==> config.mk <==
export PLATFORM = sky130hd
export DESIGN_NAME = decode_ctrl_stage
export DESIGN_NICKNAME = d
export VERILOG_FILES = /design/src/rtl/decode_pkg.sv /design/src/rtl/instr_decoder.sv /design/src/rtl/decode_ctrl_stage.sv
export SDC_FILE = /design/constraint.sdc
export NUM_CORES = 1
export LEC_CHECK = 0
export ABC_AREA = 0
export CORE_UTILIZATION = 52
export DETAILED_ROUTE_END_ITERATION = 16
export GPL_ROUTABILITY_DRIVEN = 0
export MAX_ROUTING_LAYER = met4
export PLACE_DENSITY = 0.87
export SYNTH_ARGS = -nofsm -noshare
export SYNTH_HDL_FRONTEND = slang
export SYNTH_HIERARCHICAL = 1
export SYNTH_SLANG_ARGS = --single-unit
==> constraint.sdc <==
create_clock -name clk_i -period 5 [get_ports clk_i]
set_input_delay 1.5 -clock clk_i [delete_from_list [all_inputs] [get_ports clk_i]]
set_output_delay 1.5 -clock clk_i [all_outputs]
set_load 0.005 [all_outputs]
==> src/rtl/decode_pkg.sv <==
// Shared decode definitions for the RV32I/RV32M control path.
// Holds opcode/funct constants, alu_op codes (5 bits wide so RV32M fits),
// wb_sel/imm_type codes, the legacy 8-bit control-bundle layout and the
// registered control struct used by the pipeline stage.
package decode_pkg;

  // Major opcodes (full 7 bits, bits[1:0] always 11)
  localparam logic [6:0] OPC_LOAD   = 7'b0000011;
  localparam logic [6:0] OPC_STORE  = 7'b0100011;
  localparam logic [6:0] OPC_OP     = 7'b0110011;
  localparam logic [6:0] OPC_OP_IMM = 7'b0010011;
  localparam logic [6:0] OPC_BRANCH = 7'b1100011;
  localparam logic [6:0] OPC_JALR   = 7'b1100111;
  localparam logic [6:0] OPC_JAL    = 7'b1101111;
  localparam logic [6:0] OPC_LUI    = 7'b0110111;
  localparam logic [6:0] OPC_AUIPC  = 7'b0010111;

  localparam logic [6:0] F7_BASE   = 7'b0000000;
  localparam logic [6:0] F7_ALT    = 7'b0100000;
  localparam logic [6:0] F7_MULDIV = 7'b0000001;

  localparam logic [2:0] F3_ADD_SUB = 3'b000;
  localparam logic [2:0] F3_SLL     = 3'b001;
  localparam logic [2:0] F3_SR      = 3'b101;

  // alu_op codes
  localparam logic [4:0] ALU_ADD    = 5'd0;
  localparam logic [4:0] ALU_SUB    = 5'd1;
  localparam logic [4:0] ALU_SLL    = 5'd2;
  localparam logic [4:0] ALU_SLT    = 5'd3;
  localparam logic [4:0] ALU_SLTU   = 5'd4;
  localparam logic [4:0] ALU_XOR    = 5'd5;
  localparam logic [4:0] ALU_SRL    = 5'd6;
  localparam logic [4:0] ALU_SRA    = 5'd7;
  localparam logic [4:0] ALU_OR     = 5'd8;
  localparam logic [4:0] ALU_AND    = 5'd9;
  localparam logic [4:0] ALU_LUI    = 5'd10;
  localparam logic [4:0] ALU_MUL    = 5'd11;
  localparam logic [4:0] ALU_MULH   = 5'd12;
  localparam logic [4:0] ALU_MULHSU = 5'd13;
  localparam logic [4:0] ALU_MULHU  = 5'd14;
  localparam logic [4:0] ALU_DIV    = 5'd15;
  localparam logic [4:0] ALU_DIVU   = 5'd16;
  localparam logic [4:0] ALU_REM    = 5'd17;
  localparam logic [4:0] ALU_REMU   = 5'd18;

  typedef enum logic [1:0] {
    WB_ALU  = 2'b00,
    WB_LOAD = 2'b01,
    WB_PC4  = 2'b10
  } wb_sel_e;

  typedef enum logic [2:0] {
    IMM_U = 3'b000,
    IMM_J = 3'b001,
    IMM_S = 3'b010,
    IMM_B = 3'b011,
    IMM_I = 3'b100
  } imm_type_e;

  // Legacy bundle layout: reg_write | wb_sel[1:0] | rs1_pc | rs2_imm | imm_type[2:0]
  localparam int BIT_REG_WRITE = 7;
  localparam int WB_SEL_HI     = 6;
  localparam int WB_SEL_LO     = 5;
  localparam int BIT_RS1_PC    = 4;
  localparam int BIT_RS2_IMM   = 3;
  localparam int IMM_HI        = 2;
  localparam int IMM_LO        = 0;

  localparam logic [7:0] BUNDLE_LOAD   = 8'b1_01_0_1_100;
  localparam logic [7:0] BUNDLE_STORE  = 8'b0_00_0_1_010;
  localparam logic [7:0] BUNDLE_OP     = 8'b1_00_0_0_000;
  localparam logic [7:0] BUNDLE_OP_IMM = 8'b1_00_0_1_100;
  localparam logic [7:0] BUNDLE_BRANCH = 8'b0_00_1_1_011;
  localparam logic [7:0] BUNDLE_JALR   = 8'b1_10_0_1_100;
  localparam logic [7:0] BUNDLE_JAL    = 8'b1_10_1_1_001;
  localparam logic [7:0] BUNDLE_LUI    = 8'b1_00_0_1_000;
  localparam logic [7:0] BUNDLE_AUIPC  = 8'b1_00_1_1_000;

  typedef struct packed {
    logic      regWrite;
    wb_sel_e   wbSel;
    logic      rs1PcSel;
    logic      rs2ImmSel;
    imm_type_e immType;
    logic      isBranch;
    logic      isLoad;
    logic      isStore;
    logic      uncondBranch;
    logic      isMuldiv;
    logic [4:0] aluOp;
    logic      illegal;
  } ctrl_t;

  // funct3 -> alu_op for the shared R/I arithmetic group (base variant)
  function automatic logic [4:0] baseAluOp(input logic [2:0] funct3);
    case (funct3)
      3'b000:  baseAluOp = ALU_ADD;
      3'b001:  baseAluOp = ALU_SLL;
      3'b010:  baseAluOp = ALU_SLT;
      3'b011:  baseAluOp = ALU_SLTU;
      3'b100:  baseAluOp = ALU_XOR;
      3'b101:  baseAluOp = ALU_SRL;
      3'b110:  baseAluOp = ALU_OR;
      default: baseAluOp = ALU_AND;
    endcase
  endfunction

endpackage

==> src/rtl/instr_decoder.sv <==
// Combinational RV32I (+ optional RV32M) instruction decoder.
// Ports:
//   instr_i  - 32-bit instruction word
//   ctrl_o   - decoded control struct (all-zero except illegal on a bad word)
//   rd_o, rs1_o, rs2_o - raw register index fields
module instr_decoder
  import decode_pkg::*;
#(
  parameter bit M_EXT = 1'b1
) (
  input  logic [31:0] instr_i,
  output ctrl_t       ctrl_o,
  output logic [4:0]  rd_o,
  output logic [4:0]  rs1_o,
  output logic [4:0]  rs2_o
);

  logic [6:0] opcode;
  logic [2:0] funct3;
  logic [6:0] funct7;
  logic [7:0] bundle;
  ctrl_t      ctrl;

  assign opcode = instr_i[6:0];
  assign funct3 = instr_i[14:12];
  assign funct7 = instr_i[31:25];

  assign rd_o  = instr_i[11:7];
  assign rs1_o = instr_i[19:15];
  assign rs2_o = instr_i[24:20];

  // Each opcode picks its legacy bundle and sets class flags / alu_op.
  // An illegal word collapses to an all-zero bundle with only illegal set,
  // so downstream never sees a partial write or class flag for a trap.
  always_comb begin
    bundle = '0;
    ctrl   = '0;
    case (opcode)
      OPC_LOAD: begin
        bundle       = BUNDLE_LOAD;
        ctrl.isLoad  = 1'b1;
        ctrl.illegal = (funct3 == 3'b011) || (funct3[2:1] == 2'b11);
      end
      OPC_STORE: begin
        bundle       = BUNDLE_STORE;
        ctrl.isStore = 1'b1;
        ctrl.illegal = (funct3 >= 3'b011);
      end
      OPC_OP: begin
        bundle = BUNDLE_OP;
        case (funct7)
          F7_BASE: ctrl.aluOp = baseAluOp(funct3);
          F7_ALT: begin
            if (funct3 == F3_ADD_SUB) begin
              ctrl.aluOp = ALU_SUB;
            end else if (funct3 == F3_SR) begin
              ctrl.aluOp = ALU_SRA;
            end else begin
              ctrl.illegal = 1'b1;
            end
          end
          F7_MULDIV: begin
            if (M_EXT) begin
              ctrl.isMuldiv = 1'b1;
              ctrl.aluOp    = ALU_MUL + {2'b00, funct3};
            end else begin
              ctrl.illegal = 1'b1;
            end
          end
          default: ctrl.illegal = 1'b1;
        endcase
      end
      OPC_OP_IMM: begin
        bundle     = BUNDLE_OP_IMM;
        ctrl.aluOp = baseAluOp(funct3);
        // Only shifts interpret the upper immediate bits as funct7
        if (funct3 == F3_SLL) begin
          ctrl.illegal = (funct7 != F7_BASE);
        end else if (funct3 == F3_SR) begin
          if (funct7 == F7_ALT) begin
            ctrl.aluOp = ALU_SRA;
          end else if (funct7 != F7_BASE) begin
            ctrl.illegal = 1'b1;
          end
        end
      end
      OPC_BRANCH: begin
        bundle        = BUNDLE_BRANCH;
        ctrl.isBranch = 1'b1;
        ctrl.illegal  = (funct3[2:1] == 2'b01);
      end
      OPC_JALR: begin
        bundle            = BUNDLE_JALR;
        ctrl.uncondBranch = 1'b1;
        ctrl.illegal      = (funct3 != 3'b000);
      end
      OPC_JAL: begin
        bundle            = BUNDLE_JAL;
        ctrl.uncondBranch = 1'b1;
      end
      OPC_LUI: begin
        bundle     = BUNDLE_LUI;
        ctrl.aluOp = ALU_LUI;
      end
      OPC_AUIPC: begin
        bundle = BUNDLE_AUIPC;
      end
      default: ctrl.illegal = 1'b1;
    endcase

    ctrl.regWrite  = bundle[BIT_REG_WRITE];
    ctrl.wbSel     = wb_sel_e'(bundle[WB_SEL_HI:WB_SEL_LO]);
    ctrl.rs1PcSel  = bundle[BIT_RS1_PC];
    ctrl.rs2ImmSel = bundle[BIT_RS2_IMM];
    ctrl.immType   = imm_type_e'(bundle[IMM_HI:IMM_LO]);

    if (ctrl.illegal) begin
      ctrl         = '0;
      ctrl.illegal = 1'b1;
    end
  end

  assign ctrl_o = ctrl;

endmodule

==> src/rtl/decode_ctrl_stage.sv <==
// Registered decode stage: decodes instr_i and holds the control bundle in
// the ID/EX register with a valid/ready handshake, flush, and a busy counter
// that blocks issue while a multi-cycle MUL/DIV occupies execute.
// Ports:
//   clk_i, rst_ni                 - clock, async active-low reset
//   instr_i, instr_valid_i        - instruction from IF/ID
//   instr_ready_o                 - stage accepts instr_i this cycle
//   flush_i                       - drop held entry and any same-cycle accept
//   ex_ready_i, ex_valid_o        - handshake towards execute
//   reg_write_en_o .. illegal_o   - registered control bundle
//   rd_o, rs1_o, rs2_o            - registered register indices
module decode_ctrl_stage
  import decode_pkg::*;
#(
  parameter bit M_EXT    = 1'b1,
  parameter int ALU_OP_W = 5,
  parameter int MUL_LAT  = 3,
  parameter int DIV_LAT  = 33
) (
  input  logic                clk_i,
  input  logic                rst_ni,
  input  logic [31:0]         instr_i,
  input  logic                instr_valid_i,
  output logic                instr_ready_o,
  input  logic                flush_i,
  input  logic                ex_ready_i,
  output logic                ex_valid_o,
  output logic                reg_write_en_o,
  output logic [1:0]          wb_sel_o,
  output logic                rs1_pc_sel_o,
  output logic                rs2_imm_sel_o,
  output logic [2:0]          imm_type_o,
  output logic                is_branch_o,
  output logic                is_load_o,
  output logic                is_store_o,
  output logic                uncond_branch_o,
  output logic                is_muldiv_o,
  output logic [ALU_OP_W-1:0] alu_op_o,
  output logic [4:0]          rd_o,
  output logic [4:0]          rs1_o,
  output logic [4:0]          rs2_o,
  output logic                illegal_o
);

  localparam int MAX_LAT = (DIV_LAT > MUL_LAT) ? DIV_LAT : MUL_LAT;
  localparam int CNT_W   = $clog2(MAX_LAT) + 1;

  ctrl_t      decCtrl;
  logic [4:0] decRd;
  logic [4:0] decRs1;
  logic [4:0] decRs2;

  ctrl_t      ctrl_q;
  logic [4:0] rd_q;
  logic [4:0] rs1_q;
  logic [4:0] rs2_q;
  logic       exValid_q;
  logic       exValid_d;
  logic [CNT_W-1:0] busyCnt_q;
  logic [CNT_W-1:0] busyCnt_d;
  logic       accept;

  instr_decoder #(
    .M_EXT(M_EXT)
  ) u_decoder (
    .instr_i(instr_i),
    .ctrl_o (decCtrl),
    .rd_o   (decRd),
    .rs1_o  (decRs1),
    .rs2_o  (decRs2)
  );

  assign instr_ready_o = (!exValid_q || ex_ready_i) && (busyCnt_q == '0);
  assign accept        = instr_valid_i && instr_ready_o && !flush_i;

  // Flush wins over everything; otherwise an accept refills the register and
  // a consume without refill empties it.
  always_comb begin
    exValid_d = exValid_q;
    if (flush_i) begin
      exValid_d = 1'b0;
    end else if (accept) begin
      exValid_d = 1'b1;
    end else if (ex_ready_i) begin
      exValid_d = 1'b0;
    end
  end

  // Accept only happens with the counter at zero, so loading and counting
  // down never collide. funct3[2] splits MUL* from DIV/REM.
  always_comb begin
    busyCnt_d = busyCnt_q;
    if (flush_i) begin
      busyCnt_d = '0;
    end else if (accept && decCtrl.isMuldiv) begin
      busyCnt_d = instr_i[14] ? CNT_W'(DIV_LAT - 1) : CNT_W'(MUL_LAT - 1);
    end else if (busyCnt_q != '0) begin
      busyCnt_d = busyCnt_q - CNT_W'(1);
    end
  end

  always_ff @(posedge clk_i or negedge rst_ni) begin
    if (!rst_ni) begin
      exValid_q <= 1'b0;
      busyCnt_q <= '0;
    end else begin
      exValid_q <= exValid_d;
      busyCnt_q <= busyCnt_d;
    end
  end

  // Payload only moves on accept, which keeps it stable under backpressure.
  always_ff @(posedge clk_i or negedge rst_ni) begin
    if (!rst_ni) begin
      ctrl_q <= '0;
      rd_q   <= '0;
      rs1_q  <= '0;
      rs2_q  <= '0;
    end else if (accept) begin
      ctrl_q <= decCtrl;
      rd_q   <= decRd;
      rs1_q  <= decRs1;
      rs2_q  <= decRs2;
    end
  end

  assign ex_valid_o      = exValid_q;
  assign reg_write_en_o  = ctrl_q.regWrite;
  assign wb_sel_o        = ctrl_q.wbSel;
  assign rs1_pc_sel_o    = ctrl_q.rs1PcSel;
  assign rs2_imm_sel_o   = ctrl_q.rs2ImmSel;
  assign imm_type_o      = ctrl_q.immType;
  assign is_branch_o     = ctrl_q.isBranch;
  assign is_load_o       = ctrl_q.isLoad;
  assign is_store_o      = ctrl_q.isStore;
  assign uncond_branch_o = ctrl_q.uncondBranch;
  assign is_muldiv_o     = ctrl_q.isMuldiv;
  assign alu_op_o        = ALU_OP_W'(ctrl_q.aluOp);
  assign illegal_o       = ctrl_q.illegal;
  assign rd_o            = rd_q;
  assign rs1_o           = rs1_q;
  assign rs2_o           = rs2_q;

endmodule

==> implementation parameters <==
Parameter                              Value

CTS
  Clock root buffer    sky130_fd_sc_hd__clkbuf_8
  Clk_lat worst skew    just under 300 ps
  Number of sinks on the clock net    between 40 and 50
  Post-cts repair resize count    0
  Clock slew at reported path FFs    approximately 80 ps
  Hold-fix buffers, CTS    0
  Clock tree from TritonCTS    built
  Post-CTS Repair Setup Buffers    0
  Number of buffers added by the clock tree synthesis step    5
  Max Buffers Root-to-Sink    2
  Number of H-tree levels    2

Timing
  Smallest setup slack after layout    830 ps
  Total count of hold-check failures in the final report    0
  Remaining max-slew budget at the tightest pin    roughly 39%
  Minimum hold slack    about 510 ps
  Clock tree skew after final layout    6.51 ps
  Actual transition at the worst max-transition pin    around 900 ps
  Final cycle utilization of the critical path    between 80% and 90%
  F_max    approximately 240 MHz
  Count of final setup violators    0
  Count of final max-slew check failures    0
  Fin crit period    roughly 4200 ps
  Aggregate negative setup slack    0 ps
  Setup repair after global routing missed its margin    false

Floorplanning
  Placement Rows    25
  Initial Util    around 55%
  Core area    approximately 4800 sq um
  Die width    approximately 74 um
  Height of the chip    between 70 and 80 um
  Count of pins on the block boundary    73
  Total Die Area    ~5400 sq um

Run
  Number of max-cap violations    0

Cells and area
  Most frequent standard cell in the layout excluding fill and tap cells    sky130_fd_sc_hd__clkdlybuf4s50_1
  Commonest cells after routing, fill and taps aside    sky130_fd_sc_hd__clkdlybuf4s50_1, sky130_fd_sc_hd__dfrtp_1, sky130_fd_sc_hd__mux2_2, sky130_fd_sc_hd__nand2_1, sky130_fd_sc_hd__nor3_1
  Area growth from synthesis to layout    27.2%
  Total Nets Final    ~350
  Inserted Diodes    0
  Share of cells above drive strength 1    a little under a fifth

Routing
  Remaining design rule violation count    0
  Via count of the routed design    between 2,000 and 2,500
  Violation count after the first detailed-routing iteration    between 70 and 80
  Avg Vias per Cell    between 5 and 6
  DR pass1 iterations    4
  Final wirelength    between 5 and 6 mm
  Routed Antenna Nets    0
  Average wire per standard cell    around 16 um

Global route
  Largest net degree at the start of global routing    43
  Number of antenna violations at the first check in global routing    0
  Vias in the first global route    between 2,000 and 2,500
  Total congestion overflow    0
  Busiest grt layer    met2
  Aggregate global-route resource usage    roughly 23%
  First-pass GRT wire length    approximately 9.3 mm
  Met3 capacity usage during global routing    slightly above 5%
  Met2 Usage GRT    39.4%
  Met1 Usage GRT    between 20% and 30%

Power
  Switching power    ~0.00041 W
  P per Cell Area    411 nW/um^2
  Design internal power    between 0.0009 and 0.001 W
  Proportion of total power due to net switching    roughly 29%
  Standby leakage power    1.44 nW
  Clock network fraction of total power    approximately 23%
  Maximum vdd drop    about 0.00026 V
  Fraction of power consumed by combinational cells    between 40% and 50%
  Sequential share of power    36.0%

Placed design
  Worst slack after detailed placement    between 800 and 900 ps
  Port buffer count    between 70 and 80
  Half-perimeter wire length of the detailed placement result    approximately 4.3 mm

Worst setup path
  Most frequent CP cell    sky130_fd_sc_hd__clkdlybuf4s50_1
  Startpoint class of the critical path    primary input
  Critical Path Max Stage Delay    roughly 440 ps
  Cell family contributing the most delay on the critical path    buffers and inverters
  Number of buffers and inverters on the critical path    2
  Master of the slowest instance on the critical path    sky130_fd_sc_hd__clkdlybuf4s50_1
  Critical-path cell list    clkdlybuf4s50_1 -> nor2b_1 -> nor2_1 -> clkdlybuf4s50_1
  Required time worst endpoint    ~3500 ps
  CP max FO    4
  Setup Crit Path Kind    in2out
  Critical path arrival    roughly 2700 ps
  Crit end category    output port

Run status
  Status    finished, final reports clean

Yosys
  Yosys cell types    a little under 60
  Number of synthesized flops with an enable pin    0
  Number of synthesized register bits    between 40 and 50
  Post-Syn Area    roughly 2700 sq um
  Top_reg_cell synth    sky130_fd_sc_hd__dfrtp_1
  YS warnings    6
  Asr flop ratio synth    100%
  Post-Syn Nets    299
  Cell count after synthesis    255
  Share of the yosys chip area belonging to registers    roughly 39%
  Average cell area after synthesis    about 10 sq um

Worst hold path
  Worst hold-check path type    reg2reg
metal layers:
layer	vias up	part of all wire [%]
li1	1021	-
met1	1023	41
met2	73	52
met3	9	5.5
met4	0	1.1
met5	-	0
cell families (layout without fill, tap and decap cells):
family | after synthesis | in the layout | synth area share [%]
adders and majority gates | 7 | 7 | 3.28
DFF | 42 | 42 | 39.4
muxes | 36 | 36 | 15.9
buffers and inverters | 39 | 89 | 9.14
AOI/OAI and AO/OA | 48 | 48 | 12.6
and+or+nand+nor | 83 | 83 | 19.7
power by group through the flow:
stage	combinational, W	clock (W)	sequential, W
floorplan	0.000328	0	0.000506
global placement	0.000556	0	0.000503
detailed placement	0.000577	0	0.000508
CTS	0.000581	0.000327	0.000503
global route	0.000628	0.000340	0.000514
finish	0.000576	0.000317	0.000503
flip-flops by register name, indices dropped and copies added (netlist names), 2 cells and up:
signal      cells
busyCnt_q       7
alu_op_o        5
rd_o            5
rs1_o           5
rs2_o           5
imm_type_o      3
wb_sel_o        2
cells in the mapped netlist (3+ instances only):
master | instances | area (sq um)
sky130_fd_sc_hd__clkbuf_1 | 3 | 11.3
sky130_fd_sc_hd__nor4_1 | 3 | 18.8
sky130_fd_sc_hd__nor3_1 | 11 | 55.1
sky130_fd_sc_hd__nand2b_1 | 7 | 43.8
sky130_fd_sc_hd__mux2_2 | 28 | 315
sky130_fd_sc_hd__dfrtp_1 | 42 | 1050
sky130_fd_sc_hd__a21oi_1 | 9 | 45.0
sky130_fd_sc_hd__buf_6 | 3 | 33.8
sky130_fd_sc_hd__ha_1 | 7 | 87.6
sky130_fd_sc_hd__o21ai_0 | 7 | 35.0
sky130_fd_sc_hd__buf_4 | 18 | 135
sky130_fd_sc_hd__nor2_1 | 10 | 37.5
sky130_fd_sc_hd__buf_2 | 6 | 30.0
sky130_fd_sc_hd__a211oi_1 | 3 | 22.5
sky130_fd_sc_hd__nand2_1 | 11 | 41.3
sky130_fd_sc_hd__a31oi_1 | 4 | 25.0
sky130_fd_sc_hd__or3_1 | 6 | 37.5
sky130_fd_sc_hd__o211ai_1 | 4 | 30.0
sky130_fd_sc_hd__inv_1 | 9 | 33.8
sky130_fd_sc_hd__nand3_1 | 5 | 25.0
sky130_fd_sc_hd__mux2_4 | 6 | 90.1
sky130_fd_sc_hd__nor2b_1 | 7 | 43.8
worst paths after layout:
path	start	endpoint	slack (ps)	depth (start not counted)
max in group asynchronous	rst_ni	reg_write_en_o	3090	1
worst min register to register	rs1_o[1]	rs1_o[1]	510	1
worst min-delay path	rs1_o[1]	rs1_o[1]	510	1
min in group asynchronous	rst_ni	busyCnt_q[2]	1340	1
worst max-delay path	ex_ready_i	instr_ready_o	830	4
worst max register to register	busyCnt_q[0]	uncond_branch_o	2620	5
through the flow:
step	cell area, sq um	utilization, %	std cells	power (W)
CTS	3400	70.5	372	0.00141
floorplan	2670	-	255	0.000834
detailed placement	3260	67.6	364	0.00109
global route	3400	70.5	372	0.00148
global placement	3260	67.6	364	0.00106
finish	3400	70.5	372	0.00140
area by class of cell:
type	count	area, sq um
multi-input cells	174	1370
clock buffers	5	68.8
fillers	387	1420
repair buffers	72	716
flip-flops and latches	42	1050
well taps	67	83.8
clock inverters	3	68.8
inverters	9	33.8
No activity file was read; power rests on OpenSTA's default activity.
